## src/rtl/serial_subtractor_pkg.sv

```systemverilog
// Shared types and the one-bit full-subtractor used by the serial subtractor datapath.
package serial_sub_pkg;

  typedef enum logic [1:0] {
    IDLE = 2'd0,
    RUN  = 2'd1,
    DONE = 2'd2
  } state_t;

  // One-bit full subtractor: returns {borrow_out, diff}.
  function automatic logic [1:0] full_sub(input logic a, input logic b, input logic bw);
    logic diff_v;
    logic bw_v;
    diff_v = a ^ b ^ bw;
    bw_v   = (~a & b) | (~(a ^ b) & bw);
    return {bw_v, diff_v};
  endfunction

endpackage

```

## src/rtl/serial_subtractor_if.sv

```systemverilog
// Operand/result handshake bundle for the serial subtractor.
// master = producer/consumer side, slave = the subtractor itself.
interface serial_subtractor_if #(
  parameter int WIDTH = 8
);
  logic             in_valid;
  logic             in_ready;
  logic [WIDTH-1:0] x;
  logic [WIDTH-1:0] y;
  logic             b_in;
  logic             out_valid;
  logic             out_ready;
  logic [WIDTH-1:0] d;
  logic             b_out;
  logic             ovf;

  modport master (
    output in_valid, x, y, b_in, out_ready,
    input  in_ready, out_valid, d, b_out, ovf
  );

  modport slave (
    input  in_valid, x, y, b_in, out_ready,
    output in_ready, out_valid, d, b_out, ovf
  );
endinterface

```

## src/rtl/serial_subtractor_sub_digit.sv

```systemverilog
// Combinational DIGIT-bit ripple-borrow subtractor slice.
module sub_digit
  import serial_sub_pkg::*;
#(
  parameter int DIGIT = 1
) (
  input  logic [DIGIT-1:0] a,
  input  logic [DIGIT-1:0] b,
  input  logic             bw_in,
  output logic [DIGIT-1:0] diff,
  output logic             bw_out
);

  logic [DIGIT:0] chain_s;
  logic [1:0]     bit_s;

  // Ripple the borrow from the slice LSB up to its MSB.
  always_comb begin
    chain_s    = '0;
    diff       = '0;
    bit_s      = 2'b00;
    chain_s[0] = bw_in;
    for (int i = 0; i < DIGIT; i++) begin
      bit_s        = full_sub(a[i], b[i], chain_s[i]);
      diff[i]      = bit_s[0];
      chain_s[i+1] = bit_s[1];
    end
    bw_out = chain_s[DIGIT];
  end

endmodule

```

## src/rtl/serial_subtractor.sv

```systemverilog
// Multi-cycle subtractor: d = x - y - b_in, DIGIT bits per clock, LSB first.
// Results shift in from the MSB side so d is aligned after the last step.
module serial_subtractor
  import serial_sub_pkg::*;
#(
  parameter int WIDTH = 8,
  parameter int DIGIT = 1
) (
  input logic                clk,
  input logic                rst_n,
  serial_subtractor_if.slave bus
);

  localparam int NSTEPS = WIDTH / DIGIT;
  localparam int CNT_W  = $clog2(NSTEPS + 1);
  localparam logic [CNT_W-1:0] LAST_CNT = CNT_W'(NSTEPS - 1);

  if ((WIDTH < 2) || (DIGIT < 1) || ((WIDTH % DIGIT) != 0)) begin : g_bad_params
    $fatal(1, "serial_subtractor: WIDTH must be >= 2 and divisible by DIGIT >= 1");
  end

  state_t           state_r;
  state_t           state_nxt_s;
  logic [CNT_W-1:0] cnt_r;
  logic [WIDTH-1:0] x_sh_r;
  logic [WIDTH-1:0] y_sh_r;
  logic [WIDTH-1:0] d_r;
  logic             bw_r;
  logic             x_msb_r;
  logic             y_msb_r;
  logic             b_out_r;
  logic             ovf_r;
  logic             accept_s;
  logic             last_s;
  logic [DIGIT-1:0] diff_s;
  logic             bw_out_s;
  logic [WIDTH-1:0] d_shift_s;

  sub_digit #(.DIGIT(DIGIT)) u_sub_digit (
    .a      (x_sh_r[DIGIT-1:0]),
    .b      (y_sh_r[DIGIT-1:0]),
    .bw_in  (bw_r),
    .diff   (diff_s),
    .bw_out (bw_out_s)
  );

  // New slice enters d from the MSB side; with a single step it is the whole result.
  if (DIGIT == WIDTH) begin : g_single_step
    assign d_shift_s = diff_s;
  end else begin : g_multi_step
    assign d_shift_s = {diff_s, d_r[WIDTH-1:DIGIT]};
  end

  // State register.
  always_ff @(posedge clk or negedge rst_n) begin
    if (!rst_n) begin
      state_r <= IDLE;
    end else begin
      state_r <= state_nxt_s;
    end
  end

  // Next-state decode plus accept/last-step strobes for the datapath.
  always_comb begin
    state_nxt_s = state_r;
    accept_s    = 1'b0;
    last_s      = 1'b0;
    case (state_r)
      IDLE: begin
        if (bus.in_valid && rst_n) begin
          accept_s    = 1'b1;
          state_nxt_s = RUN;
        end else begin
          state_nxt_s = IDLE;
        end
      end
      RUN: begin
        if (cnt_r == LAST_CNT) begin
          last_s      = 1'b1;
          state_nxt_s = DONE;
        end else begin
          state_nxt_s = RUN;
        end
      end
      DONE: begin
        if (bus.out_ready) begin
          state_nxt_s = IDLE;
        end else begin
          state_nxt_s = DONE;
        end
      end
      default: begin
        state_nxt_s = IDLE;
      end
    endcase
  end

  // Operand capture, digit-serial shifting and final flag registration.
  always_ff @(posedge clk or negedge rst_n) begin
    if (!rst_n) begin
      cnt_r   <= '0;
      x_sh_r  <= '0;
      y_sh_r  <= '0;
      d_r     <= '0;
      bw_r    <= 1'b0;
      x_msb_r <= 1'b0;
      y_msb_r <= 1'b0;
      b_out_r <= 1'b0;
      ovf_r   <= 1'b0;
    end else begin
      case (state_r)
        IDLE: begin
          if (accept_s) begin
            x_sh_r  <= bus.x;
            y_sh_r  <= bus.y;
            bw_r    <= bus.b_in;
            cnt_r   <= '0;
            x_msb_r <= bus.x[WIDTH-1];
            y_msb_r <= bus.y[WIDTH-1];
          end
        end
        RUN: begin
          x_sh_r <= x_sh_r >> DIGIT;
          y_sh_r <= y_sh_r >> DIGIT;
          d_r    <= d_shift_s;
          bw_r   <= bw_out_s;
          cnt_r  <= cnt_r + CNT_W'(1);
          if (last_s) begin
            b_out_r <= bw_out_s;
            // Overflow only when operand signs differ and the result sign departs from x.
            ovf_r   <= (x_msb_r != y_msb_r) && (diff_s[DIGIT-1] != x_msb_r);
          end
        end
        default: begin
        end
      endcase
    end
  end

  assign bus.in_ready  = (state_r == IDLE) && rst_n;
  assign bus.out_valid = (state_r == DONE);
  assign bus.d         = d_r;
  assign bus.b_out     = b_out_r;
  assign bus.ovf       = ovf_r;

endmodule

```

## src/flat_wrapper.sv

```systemverilog
// flat-port wrapper written by rule: the top's interface ports become plain ports
module serial_subtractor_flat import serial_sub_pkg::*;
#(
  parameter int WIDTH = 8,
  parameter int DIGIT = 1
)
  (clk, rst_n, bus_in_valid, bus_x, bus_y, bus_b_in, bus_out_ready, bus_in_ready, bus_out_valid, bus_d, bus_b_out, bus_ovf);
  serial_subtractor_if #(.WIDTH(WIDTH)) bus_i ();
  input logic clk;
  input logic rst_n;
  input wire logic [$bits(bus_i.in_valid)-1:0] bus_in_valid;
  input wire logic [$bits(bus_i.x)-1:0] bus_x;
  input wire logic [$bits(bus_i.y)-1:0] bus_y;
  input wire logic [$bits(bus_i.b_in)-1:0] bus_b_in;
  input wire logic [$bits(bus_i.out_ready)-1:0] bus_out_ready;
  output wire logic [$bits(bus_i.in_ready)-1:0] bus_in_ready;
  output wire logic [$bits(bus_i.out_valid)-1:0] bus_out_valid;
  output wire logic [$bits(bus_i.d)-1:0] bus_d;
  output wire logic [$bits(bus_i.b_out)-1:0] bus_b_out;
  output wire logic [$bits(bus_i.ovf)-1:0] bus_ovf;
  assign bus_i.in_valid = bus_in_valid;
  assign bus_i.x = bus_x;
  assign bus_i.y = bus_y;
  assign bus_i.b_in = bus_b_in;
  assign bus_i.out_ready = bus_out_ready;
  assign bus_in_ready = bus_i.in_ready;
  assign bus_out_valid = bus_i.out_valid;
  assign bus_d = bus_i.d;
  assign bus_b_out = bus_i.b_out;
  assign bus_ovf = bus_i.ovf;
  serial_subtractor #(.WIDTH(WIDTH), .DIGIT(DIGIT)) u_core (.clk(clk), .rst_n(rst_n), .bus(bus_i));
endmodule
```

## config.mk

```make
export PLATFORM = sky130hd
export DESIGN_NAME = serial_subtractor_flat
export DESIGN_NICKNAME = d
export VERILOG_FILES = /design/src/rtl/serial_subtractor_pkg.sv /design/src/rtl/serial_subtractor_if.sv /design/src/rtl/serial_subtractor_sub_digit.sv /design/src/rtl/serial_subtractor.sv /design/src/flat_wrapper.sv
export SDC_FILE = /design/constraint.sdc
export NUM_CORES = 1
export LEC_CHECK = 0
export CORE_MARGIN = 4
export CORE_UTILIZATION = 39
export CTS_CLUSTER_DIAMETER = 200
export DETAILED_ROUTE_END_ITERATION = 8
export SLEW_MARGIN = 0
export SYNTH_ARGS = -nofsm -noshare
export SYNTH_HDL_FRONTEND = slang
export SYNTH_SLANG_ARGS = --single-unit
```

## constraint.sdc

```tcl
create_clock -name clk -period 1.6 [get_ports clk]
set_input_delay 0.32 -clock clk [delete_from_list [all_inputs] [get_ports clk]]
set_output_delay 0.32 -clock clk [all_outputs]
set_load 0.05 [all_outputs]
```

* Yosys cells after proc, flatten, opt, wreduce, memory -nomap -nowiden
Index checks and enable logic that the tools add are counted.
** Storage, ports and cells
- ROM bits :: 0
- Register bits :: 35
- Input bits :: 21
- Output and inout port bits :: 12
- Word-level logic and storage cells :: 48
- Memories kept :: 0
- Bits in latches :: 0
- Memory bits (writable) :: 0
** Cells by class
- $lt $le $gt $ge :: 0
- Shift-type cells :: 0
- Add/subtract/negate cells :: 1
- Divide/modulo/power cells :: 0
- Mux-type cells :: 16
- $mul :: 0
- Equal/unequal tests :: 6
- Bitwise operators :: 7
- Reductions and logical operators :: 8
** Operator list (number)
- $pmux 8 s2 :: 2
- $mux 8 :: 2
- $pmux 4 s2 :: 1
- $mux 1 :: 6
- $pmux 2 s3 :: 1
- $reduce_and 2->1 :: 3
- $add 4x1->4 const B :: 1
- $eq 4x3->1 const B :: 1
- $mux 2 :: 2
- $mux 4 :: 1
- $logic_and 1x1->1 :: 3
- $and 1x1->1 :: 2
- $eq 2x1->1 const B :: 1
- $eq 2x2->1 const B :: 1
- $logic_not 2->1 :: 1
- $ne 1x1->1 :: 2
- $ne 2x1->1 const B :: 1
- $not 1->1 :: 2
- $pmux 1 s2 :: 1
- $reduce_bool 2->1 :: 1
- $xor 1x1->1 :: 2
- $or 1x1->1 :: 1

* Depth between registers and ports, before layout
Gate-level depths: netlist of run 1.
- Word-level depth :: 5
- Depth in mapped cells :: 5
- Gate-level depth less buffers :: 5

* Cells and area by module
Synthesis of run 1 repeated with hierarchy kept, for this count alone.
** Unflattened totals
- Cell total of the unflattened synthesis :: 160
- Area total of the unflattened synthesis :: 1760.4 um^2
** By module, submodules not included
- serial_subtractor :: times used 1, area an instance 1729.2 um^2, cells an instance 156
- sub_digit :: times used 1, area an instance 31.3 um^2, cells an instance 4

* Least setup slack after synthesis of run 1
No wires, ideal clock.
- Kind :: flip-flop to output port
- Start :: register u_core.state_r[1]
- End :: output bus_out_valid
- Path buffers :: 1
- Cell stages (with the launch flop) :: 3
- Data arrival time :: 1.272 ns
- Setup slack :: 0.008 ns
- Path through :: dfrtp_1 > buf_2 > nor2b_1
** Between the ends
- Cells in the longest elaborated chain, start to end :: 1
** RTL lines
- start: declaration :: line serial_subtractor.sv:22 : state_t state_r;
- start signal: assignment :: line serial_subtractor.sv:59 : state_r <= state_nxt_s;
- $eq 2x2->1 :: line serial_subtractor.sv:141 : assign bus.out_valid = (state_r == DONE);
- end: declaration :: line flat_wrapper.sv:17 : output wire logic [$bits(bus_i.out_valid)-1:0] bus_out_valid;
Every way passes these cells.

* Worst setup path in the final report of run 1
- Start :: register u_core.state_r[0]
- End :: output bus_out_valid
The elaborated chain is that of the path after synthesis.

==> out/metrics.json, run 1 <==
{
  "max_cap_viol_count": {"value": 0},
  "antenna_found_initial": {"value": 0},
  "worst_ir_drop_vdd": {"value": 984, "unit": "uV"},
  "timing.final.max_slew_violations": {"value": 0},
  "first_global_vias": {"value": 1227},
  "worst_r2r_path_depth": {"value": 4},
  "timing.max_slew.rel_slack": {"value": 71.2, "unit": "%"},
  "yosysSeqAreaShare": {"value": 52.7, "unit": "%"},
  "post-dp-hpwl": {"value": 2460, "unit": "um"},
  "drt_wl_total": {"value": 3520, "unit": "um"},
  "globalplace.congestion": {"value": 0.741},
  "ys_seq_elements": {"value": 35},
  "cts.sinks": {"value": 35},
  "post_synth_instance_area": {"value": 1660, "unit": "um2"},
  "cts_max_path_buffers": {"value": 2},
  "worst_setup_hold_path_clk_slew": {"value": 0.07, "unit": "ns"},
  "avgSynthCellArea": {"value": 11.5, "unit": "um2"},
  "detail_route.vias_per_cell": {"value": 5.14},
  "dr_total_vias": {"value": 1218},
  "crit_path_max_fanout": {"value": 4},
  "worstPathCellList": {"value": "buf_4 -> nor2b_4 -> buf_12"},
  "net_count_after_synthesis": {"value": 167},
  "floorplan.io_pins": {"value": 33},
  "detail-route-antenna-nets": {"value": 0},
  "finish.net_count": {"value": 209},
  "critPathArrivalTime": {"value": 1.21, "unit": "ns"},
  "core-area": {"value": 4060, "unit": "um2"},
  "max_stage_delay": {"value": 0.45, "unit": "ns"},
  "finalSetupViolCount": {"value": 0},
  "yosysWarnings": {"value": 0},
  "placement.io_buffers": {"value": 32},
  "synth.lib_cells_used.distinct": {"value": 29},
  "powerDensity": {"value": 2050, "unit": "nW/um2"},
  "hold_path_class": {"value": "input pin to async pin"},
  "timing_worst_setup_path_type": {"value": "register to primary output"},
  "timing.hold.ws": {"value": 0.396, "unit": "ns"},
  "timing.rr.start": {"value": "u_core.x_sh_r[0]$_DFFE_PN0P_"},
  "worst-r2r-setup-slack": {"value": 0.09, "unit": "ns"},
  "design.die.area": {"value": 5370, "unit": "um2"},
  "antenna_cells_inserted": {"value": 0},
  "fillers": {"value": 350},
  "finalHoldViolCount": {"value": 0},
  "fmax": {"value": 655, "unit": "MHz"},
  "flow.area_growth_from_synthesis": {"value": 35.3, "unit": "%"},
  "gr-total-overflow": {"value": 0},
  "post_drt_wl_per_cell": {"value": 14.8, "unit": "um"},
  "cts_htree_levels": {"value": 2},
  "clock_latency_on_the_worst_skew_pair": {"value": 0.29, "unit": "ns"},
  "crit_path_start_kind": {"value": "register"},
  "slowest_stage": {"value": "sky130_fd_sc_hd__dfrtp_2"},
  "critPathCaptureType": {"value": "primary output"},
  "post_synth_inst_count": {"value": 144},
  "first_pass_iters": {"value": 4},
  "worst-endpoint-required": {"value": 1.28, "unit": "ns"},
  "dr.first_iter.drc_count": {"value": 82},
  "tritoncts": {"value": "yes"},
  "layout_worst_path_cycle_share": {"value": 95.4, "unit": "%"},
  "drt_drc_violations_left": {"value": 0},
  "fin_skew": {"value": 0.00727, "unit": "ns"},
  "gr-usage-all-layers": {"value": 14.4, "unit": "%"},
  "total_leakage_power": {"value": 0.000959, "unit": "uW"},
  "initial_core_util": {"value": 40.9, "unit": "%"},
  "chipWidth": {"value": 73.3, "unit": "um"},
  "final_std_cell_area_no_fill": {"value": 2250, "unit": "um2"},
  "grt_setup_unrepaired": {"value": "no"},
  "die_h": {"value": 73.3, "unit": "um"},
  "outcome": {"value": "completed"},
  "cts.root.buffer_cell": {"value": "sky130_fd_sc_hd__clkbuf_8"},
  "tritoncts.num_buffers": {"value": 5},
  "grt_first_pass_wirelength": {"value": 5750, "unit": "um"},
  "fp-row-count": {"value": 23},
  "regToRegEndpoint": {"value": "u_core.bus.ovf$_DFFE_PN0P_"},
  "slew_at_the_pin_with_the_worst_max_slew_slack": {"value": 0.431, "unit": "ns"},
  "grt_start_max_net_pins": {"value": 36},
  "placed_cell_area": {"value": 2090, "unit": "um2"},
  "drive_above_1_share": {"value": 26.2, "unit": "%"},
  "final.min_clock_period": {"value": 1.53, "unit": "ns"}
}
## cells in the final DEF (no fill, tap or decap)
cell type,synthesis,layout
sky130_fd_sc_hd__nand3_1,3,3
sky130_fd_sc_hd__and2_4,0,1
sky130_fd_sc_hd__nor2b_1,15,14
sky130_fd_sc_hd__a221o_1,1,1
sky130_fd_sc_hd__nand2b_1,3,3
sky130_fd_sc_hd__and2_1,4,3
sky130_fd_sc_hd__fa_1,1,1
sky130_fd_sc_hd__buf_4,3,23
sky130_fd_sc_hd__mux2_2,10,10
sky130_fd_sc_hd__a21o_1,1,1
sky130_fd_sc_hd__a22o_1,2,2
sky130_fd_sc_hd__nor2b_4,0,1
sky130_fd_sc_hd__dlygate4sd2_1,0,1
sky130_fd_sc_hd__dfrtp_1,35,33
sky130_fd_sc_hd__dfrtp_2,0,2
sky130_fd_sc_hd__buf_12,0,3
sky130_fd_sc_hd__a22oi_1,15,15
sky130_fd_sc_hd__mux2i_1,2,2
sky130_fd_sc_hd__ha_1,1,1
sky130_fd_sc_hd__nor3_1,1,1
sky130_fd_sc_hd__o2bb2a_1,1,1
sky130_fd_sc_hd__o21bai_1,1,1
sky130_fd_sc_hd__a41oi_1,1,1
sky130_fd_sc_hd__clkdlybuf4s50_1,0,19
sky130_fd_sc_hd__clkbuf_1,1,1
sky130_fd_sc_hd__nor3_2,1,1
sky130_fd_sc_hd__nor2_4,0,1
sky130_fd_sc_hd__bufinv_16,0,2
sky130_fd_sc_hd__o21ai_0,3,3
sky130_fd_sc_hd__inv_1,10,10
sky130_fd_sc_hd__nand2_1,3,3
sky130_fd_sc_hd__o2bb2ai_1,14,14
sky130_fd_sc_hd__nor2_1,2,1
sky130_fd_sc_hd__nand3b_1,1,1
sky130_fd_sc_hd__clkbuf_8,0,5
sky130_fd_sc_hd__o311ai_0,2,2
## state kept, by name, indices dropped and copies added, names as in the netlist
signal,cells
u_core.bus.b_out,1
u_core.bus.d,8
u_core.bus.ovf,1
u_core.bw_r,1
u_core.cnt_r,4
u_core.state_r,2
u_core.x_msb_r,1
u_core.x_sh_r,8
u_core.y_msb_r,1
u_core.y_sh_r,8
## cells by family after synthesis
group	Yosys count	synth area share [%]
adder cells (fa/ha/maj)	2	1.96
flip-flops	35	52.7
AO/OA/AOI/OAI	41	19.8
AND/OR/NAND/NOR	33	11.7
multiplexers	12	7.98
buffers and inverters	21	5.87
## metal layers
metal | wire (um) | track usage [%]
met2 | 1530 | 20.1
met5 | 0 | 0
met1 | 1660 | 20.1
met4 | 82 | 6.15
met3 | 241 | 5.06
## final cells by class
cell class | count | area [um2] | area share (%)
clock buffer | 6 | 72.6 | 3.23
inverter | 10 | 37.5 | 1.67
multi-input combinational | 88 | 706 | 31.4
sequential | 35 | 878 | 39.1
clock inverter | 2 | 60.1 | 2.67
timing repair buffer | 46 | 432 | 19.2
tap | 50 | 62.6 | 2.78
## power breakdown
group / total, uW / switching, uW / internal, uW
logic: 2150 / 1180 / 970
registers: 1510 / 263 / 1250
clock network: 945 / 322 / 623
total: 4610 / 1770 / 2840
## worst max-delay path by stage
stage / startpoint / to / slack [ns] / cells past startpoint
after floorplan: u_core.state_r[1]$_DFF_PN0_ / bus_out_valid / 0.008 / 2
after global placement: rst_n / u_core.cnt_r[3]$_DFFE_PN0P_ / -0.1 / 5
after detailed placement: rst_n / u_core.cnt_r[3]$_DFFE_PN0P_ / -0.14 / 5
after CTS: u_core.state_r[1]$_DFF_PN0_ / bus_in_ready / 0.001 / 3
after global routing: u_core.state_r[0]$_DFF_PN0_ / bus_out_valid / 0.02 / 3
final: u_core.state_r[0]$_DFF_PN0_ / bus_out_valid / 0.07 / 3
## through the flow
step,setup WS (ns),std cells,util [%],total power (uW),TNS [ns]
finish,0.0737,237,55.4,4610,0
global route,0.0157,237,55.4,4900,0
CTS,0.00148,237,55.1,4640,0
detailed placement,-0.142,228,51.5,3650,-1.39
global placement,-0.0982,228,51.5,3580,-0.835
floorplan,0.00800,144,-,2960,0
## worst max-delay path, delay by kind of cell (launching register included)
| kind | cells | cell delay (ns) |
|---|---|---|
| simple gates | 1 | 0.14 |
| buf+inv | 2 | 0.32 |
| flops | 1 | 0.45 |
## synthesized netlist by cell type
| cell | instances | area [um2] |
|---|---|---|
| sky130_fd_sc_hd__a22oi_1 | 15 | 113 |
| sky130_fd_sc_hd__inv_1 | 10 | 37.5 |
| sky130_fd_sc_hd__dfrtp_1 | 35 | 876 |
| sky130_fd_sc_hd__a22o_1 | 2 | 17.5 |
| sky130_fd_sc_hd__nor3_2 | 1 | 10.0 |
| sky130_fd_sc_hd__a221o_1 | 1 | 10.0 |
| sky130_fd_sc_hd__o21ai_0 | 3 | 15.0 |
| sky130_fd_sc_hd__nor2b_1 | 15 | 93.8 |
| sky130_fd_sc_hd__nand2_1 | 3 | 11.3 |
| sky130_fd_sc_hd__buf_2 | 6 | 30.0 |
| sky130_fd_sc_hd__nand3b_1 | 1 | 7.51 |
| sky130_fd_sc_hd__a41oi_1 | 1 | 8.76 |
| sky130_fd_sc_hd__nand3_1 | 3 | 15.0 |
| sky130_fd_sc_hd__buf_4 | 3 | 22.5 |
| sky130_fd_sc_hd__fa_1 | 1 | 20.0 |
| sky130_fd_sc_hd__clkbuf_1 | 1 | 3.75 |
| sky130_fd_sc_hd__buf_1 | 1 | 3.75 |
| sky130_fd_sc_hd__and2_1 | 4 | 25.0 |
| sky130_fd_sc_hd__nor2_1 | 2 | 7.51 |
| sky130_fd_sc_hd__mux2_2 | 10 | 113 |
| sky130_fd_sc_hd__nor3_1 | 1 | 5.00 |
| sky130_fd_sc_hd__o2bb2ai_1 | 14 | 123 |
| sky130_fd_sc_hd__o311ai_0 | 2 | 17.5 |
| sky130_fd_sc_hd__a21o_1 | 1 | 7.51 |
| sky130_fd_sc_hd__ha_1 | 1 | 12.5 |
| sky130_fd_sc_hd__o21bai_1 | 1 | 7.51 |
| sky130_fd_sc_hd__nand2b_1 | 3 | 18.8 |
| sky130_fd_sc_hd__mux2i_1 | 2 | 20.0 |
| sky130_fd_sc_hd__o2bb2a_1 | 1 | 10.0 |
## repair_timing
item	4_1_cts	5_1_grt
gates resized for setup	5	3
buffers inserted	1	0
endpoints found under the setup margin	2	2
hold buffers	0	0
No activity file was read; power rests on OpenSTA's default activity.
==> run 2: changes to the inputs <==
SYNTH_HIERARCHICAL = 1   (was default)
==> run 2 against run 1 <==
Maximum frequency shrank 0.43%. Count of clock-buffer cells in the layout grew 1. Highest routed layer unchanged. Worst setup slack lost 0.0066 ns. Critical endpoint is now bus_in_ready. Critical path type unchanged. Largest cell class unchanged.
==> out/metrics.json, run 2 <==
{
  "post_drt_wl_per_cell": {"value": 15.5, "unit": "um", "change": "was 14.8 um"},
  "total_leakage_power": {"value": 0.00101, "unit": "uW", "change": "was 0.000959 uW"},
  "grt_setup_unrepaired": {"value": "no", "change": "unchanged"},
  "grt_first_pass_wirelength": {"value": 6290, "unit": "um", "change": "was 5750 um"},
  "cts.sinks": {"value": 35, "change": "unchanged"},
  "cts_max_path_buffers": {"value": 2, "change": "unchanged"},
  "finalHoldViolCount": {"value": 0, "change": "unchanged"},
  "design.die.area": {"value": 5650, "unit": "um2", "change": "was 5370 um2"},
  "slew_at_the_pin_with_the_worst_max_slew_slack": {"value": 0.394, "unit": "ns", "change": "was 0.431 ns"},
  "fin_skew": {"value": 0.00392, "unit": "ns", "change": "was 0.00727 ns"},
  "number_of_flops_mapped_to_enable_cells_by_yosys": {"value": 0, "change": "unchanged"},
  "detail-route-antenna-nets": {"value": 0, "change": "unchanged"},
  "crit_path_max_fanout": {"value": 8, "change": "was 4"},
  "powerDensity": {"value": 2050, "unit": "nW/um2", "change": "about the same"},
  "regToRegEndpoint": {"value": "u_core/bus.ovf$_DFFE_PN0P_", "change": "was u_core.bus.ovf$_DFFE_PN0P_"},
  "core-area": {"value": 4350, "unit": "um2", "change": "was 4060 um2"},
  "final_std_cell_area_no_fill": {"value": 2270, "unit": "um2", "change": "was 2250 um2"},
  "antenna_found_initial": {"value": 0, "change": "unchanged"},
  "yosysWarnings": {"value": 6, "change": "was 0"},
  "layout_worst_path_cycle_share": {"value": 95.8, "unit": "%", "change": "was 95.4%"},
  "net_count_after_synthesis": {"value": 183, "change": "was 167"},
  "tritoncts.num_buffers": {"value": 5, "change": "unchanged"},
  "drive_above_1_share": {"value": 31.3, "unit": "%", "change": "was 26.2%"},
  "worst_ir_drop_vdd": {"value": 798, "unit": "uV", "change": "was 984 uV"},
  "timing.rr.start": {"value": "u_core/x_sh_r[0]$_DFFE_PN0P_", "change": "was u_core.x_sh_r[0]$_DFFE_PN0P_"},
  "placed_cell_area": {"value": 2170, "unit": "um2", "change": "was 2090 um2"},
  "post_synth_instance_area": {"value": 1760, "unit": "um2", "change": "was 1660 um2"},
  "detail_route.vias_per_cell": {"value": 5.44, "change": "was 5.14"},
  "ys.flop_type": {"value": "sky130_fd_sc_hd__dfrtp_1", "change": "unchanged"},
  "worst-r2r-setup-slack": {"value": 0.12, "unit": "ns", "change": "was 0.09 ns"},
  "hold_path_class": {"value": "input pin to async pin", "change": "unchanged"},
  "avgSynthCellArea": {"value": 11.0, "unit": "um2", "change": "was 11.5 um2"},
  "timing.max_slew.rel_slack": {"value": 73.7, "unit": "%", "change": "was 71.2%"},
  "flow.area_growth_from_synthesis": {"value": 29.2, "unit": "%", "change": "was 35.3%"},
  "cts_htree_levels": {"value": 2, "change": "unchanged"},
  "drt_drc_violations_left": {"value": 0, "change": "unchanged"},
  "finalSetupViolCount": {"value": 0, "change": "unchanged"},
  "cts.root.buffer_cell": {"value": "sky130_fd_sc_hd__clkbuf_8", "change": "unchanged"},
  "synth.lib_cells_used.distinct": {"value": 35, "change": "was 29"},
  "finish.net_count": {"value": 223, "change": "was 209"},
  "first_pass_iters": {"value": 4, "change": "unchanged"},
  "chipWidth": {"value": 75.2, "unit": "um", "change": "was 73.3 um"},
  "fmax": {"value": 652, "unit": "MHz", "change": "was 655 MHz"},
  "post_synth_inst_count": {"value": 160, "change": "was 144"},
  "tritoncts": {"value": "yes", "change": "unchanged"},
  "gr-total-overflow": {"value": 0, "change": "unchanged"},
  "yosysSeqAreaShare": {"value": 49.8, "unit": "%", "change": "was 52.7%"},
  "max_cap_viol_count": {"value": 0, "change": "unchanged"},
  "worst_r2r_path_depth": {"value": 4, "change": "unchanged"},
  "max_stage_delay": {"value": 0.47, "unit": "ns", "change": "was 0.45 ns"},
  "grt_start_max_net_pins": {"value": 31, "change": "was 36"},
  "slowest_stage": {"value": "sky130_fd_sc_hd__dfrtp_2", "change": "unchanged"},
  "worst_setup_hold_path_clk_slew": {"value": 0.07, "unit": "ns", "change": "about the same"},
  "first_global_vias": {"value": 1343, "change": "was 1227"},
  "globalplace.congestion": {"value": 0.747, "change": "was 0.741"},
  "critPathCaptureType": {"value": "primary output", "change": "unchanged"},
  "synth.largest_area_cell": {"value": "sky130_fd_sc_hd__dfrtp_1", "change": "unchanged"},
  "outcome": {"value": "completed", "change": "unchanged"},
  "synth-async-reset-ratio": {"value": 100, "unit": "%", "change": "unchanged"},
  "drt_wl_total": {"value": 3920, "unit": "um", "change": "was 3520 um"},
  "fp-row-count": {"value": 24, "change": "was 23"},
  "dr_total_vias": {"value": 1376, "change": "was 1218"},
  "dr.first_iter.drc_count": {"value": 69, "change": "was 82"},
  "worst-endpoint-required": {"value": 1.28, "unit": "ns", "change": "about the same"},
  "timing_worst_setup_path_type": {"value": "register to primary output", "change": "unchanged"},
  "layout_commonest_cell": {"value": "sky130_fd_sc_hd__dfrtp_1", "change": "unchanged"},
  "gr-usage-all-layers": {"value": 15.0, "unit": "%", "change": "was 14.4%"},
  "initial_core_util": {"value": 40.4, "unit": "%", "change": "was 40.9%"},
  "final.min_clock_period": {"value": 1.53, "unit": "ns", "change": "about the same"},
  "synth_most_common_cell": {"value": "sky130_fd_sc_hd__dfrtp_1", "change": "unchanged"},
  "clock_latency_on_the_worst_skew_pair": {"value": 0.28, "unit": "ns", "change": "was 0.29 ns"},
  "cts_setup_buffers": {"value": 0, "change": "was 1"},
  "ys_seq_elements": {"value": 35, "change": "unchanged"},
  "yosys-top-cells-count": {"value": "sky130_fd_sc_hd__dfrtp_1, sky130_fd_sc_hd__nand2_1, sky130_fd_sc_hd__o22ai_1", "change": "was sky130_fd_sc_hd__dfrtp_1, sky130_fd_sc_hd__a22oi_1, sky130_fd_sc_hd__nor2b_1"},
  "synth_top_area_share": {"value": 49.8, "unit": "%", "change": "was 52.7%"},
  "most-common-layout-cells": {"value": "sky130_fd_sc_hd__dfrtp_1, sky130_fd_sc_hd__nand2_1, sky130_fd_sc_hd__o22ai_1", "change": "was sky130_fd_sc_hd__dfrtp_1, sky130_fd_sc_hd__buf_4, sky130_fd_sc_hd__clkdlybuf4s50_1"},
  "timing.final.max_slew_violations": {"value": 0, "change": "unchanged"},
  "post-dp-hpwl": {"value": 2760, "unit": "um", "change": "was 2460 um"},
  "critPathArrivalTime": {"value": 1.21, "unit": "ns", "change": "about the same"},
  "timing.hold.ws": {"value": 0.185, "unit": "ns", "change": "was 0.396 ns"},
  "crit_path_start_kind": {"value": "register", "change": "unchanged"},
  "antenna_cells_inserted": {"value": 0, "change": "unchanged"},
  "placement.io_buffers": {"value": 32, "change": "unchanged"},
  "synth_top_cells_by_area": {"value": "sky130_fd_sc_hd__dfrtp_1, sky130_fd_sc_hd__o22ai_1, sky130_fd_sc_hd__o22ai_2", "change": "was sky130_fd_sc_hd__dfrtp_1, sky130_fd_sc_hd__o2bb2ai_1, sky130_fd_sc_hd__a22oi_1"},
  "floorplan.io_pins": {"value": 33, "change": "unchanged"},
  "die_h": {"value": 75.2, "unit": "um", "change": "was 73.3 um"},
  "worstPathCellList": {"value": "inv_2 -> and3_4 -> buf_12", "change": "was buf_4 -> nor2b_4 -> buf_12"}
}
run 2: changes by cell type after synthesis, sizes merged, moves of 3 or more:
cell,change
a21oi,+20
a22oi,-13
inv,-3
mux2,-6
nand2,+24
nor2b,-13
o22ai,+30
o2bb2ai,-13
run 2: layer usage:
metal	GRT usage [%]	vias to the layer above	routed length [um]	share of wire, %
li1	-	662	-	-
met1	19.2	664	1690	43
met2	24.1	42	1900	49
met3	4.27	8	258	6.6
met4	5.83	0	63	1.6
met5	0	-	0	0
run 2: worst max-delay path, delay by kind of cell, from the launching register on:
family                 cells  cell delay, ns
DFF                        1            0.47
buffers and inverters      2            0.25
and+or+nand+nor            1            0.21
run 2: logic make-up (layout without fill, tap and decap cells):
group,after synthesis,in the layout,share of synthesized area [%]
multiplexers,4,4,2.99
AO/OA/AOI/OAI,59,59,25.9
AND/OR/NAND/NOR,43,43,12.8
flip-flops,35,35,49.8
buffers and inverters,17,58,6.75
adder cells (fa/ha/maj),2,2,1.85
run 2: report_power, final:
part / switching, uW / internal (uW) / total [uW]
clock network: 299 / 305 / 604
logic: 1300 / 1060 / 2370
registers: 385 / 1300 / 1690
run 2: how the worst max path moves through the flow:
stage	from	endpoint	slack [ns]	cells past startpoint
floorplan	u_core/state_r[1]$_DFF_PN0_	bus_out_valid	0.02	2
global placement	bus_in_valid	u_core/cnt_r[3]$_DFFE_PN0P_	-0.005	4
detailed placement	bus_in_valid	u_core/cnt_r[3]$_DFFE_PN0P_	-0.04	4
CTS	u_core/state_r[0]$_DFF_PN0_	bus_in_ready	0.02	3
global route	u_core/x_sh_r[0]$_DFFE_PN0P_	u_core/bus.ovf$_DFFE_PN0P_	0.01	4
finish	u_core/state_r[1]$_DFF_PN0_	bus_in_ready	0.07	3
run 2: area by class of cell:
class                   count  area (um2)
flip-flops and latches     35         878
inverters                   7        26.3
well taps                  52        65.1
clock buffers               7        76.3
clock inverters             1        5.00
fillers                   381        2080
multi-input cells         108         778
repair buffers             43         445
run 2: what timing repair did:
| item | CTS | global route |
|---|---|---|
| endpoints found under the setup margin | 2 | 3 |
| resized for setup | 1 | 4 |
| hold buffers | 1 | 0 |
| pin swaps | 0 | 0 |
| endpoints found under the hold margin | 5 | 0 |
run 2: stage by stage:
step | power (uW) | instances | TNS [ns] | utilization [%] | worst slack, ns
floorplan | 3340 | 160 | 0 | - | 0.0208
global placement | 3960 | 244 | -0.00483 | 49.8 | -0.00483
detailed placement | 4060 | 244 | -0.0488 | 49.8 | -0.0385
CTS | 4670 | 253 | 0 | 51.9 | 0.0213
global route | 4980 | 253 | 0 | 52.2 | 0.0102
finish | 4660 | 253 | 0 | 52.2 | 0.0671
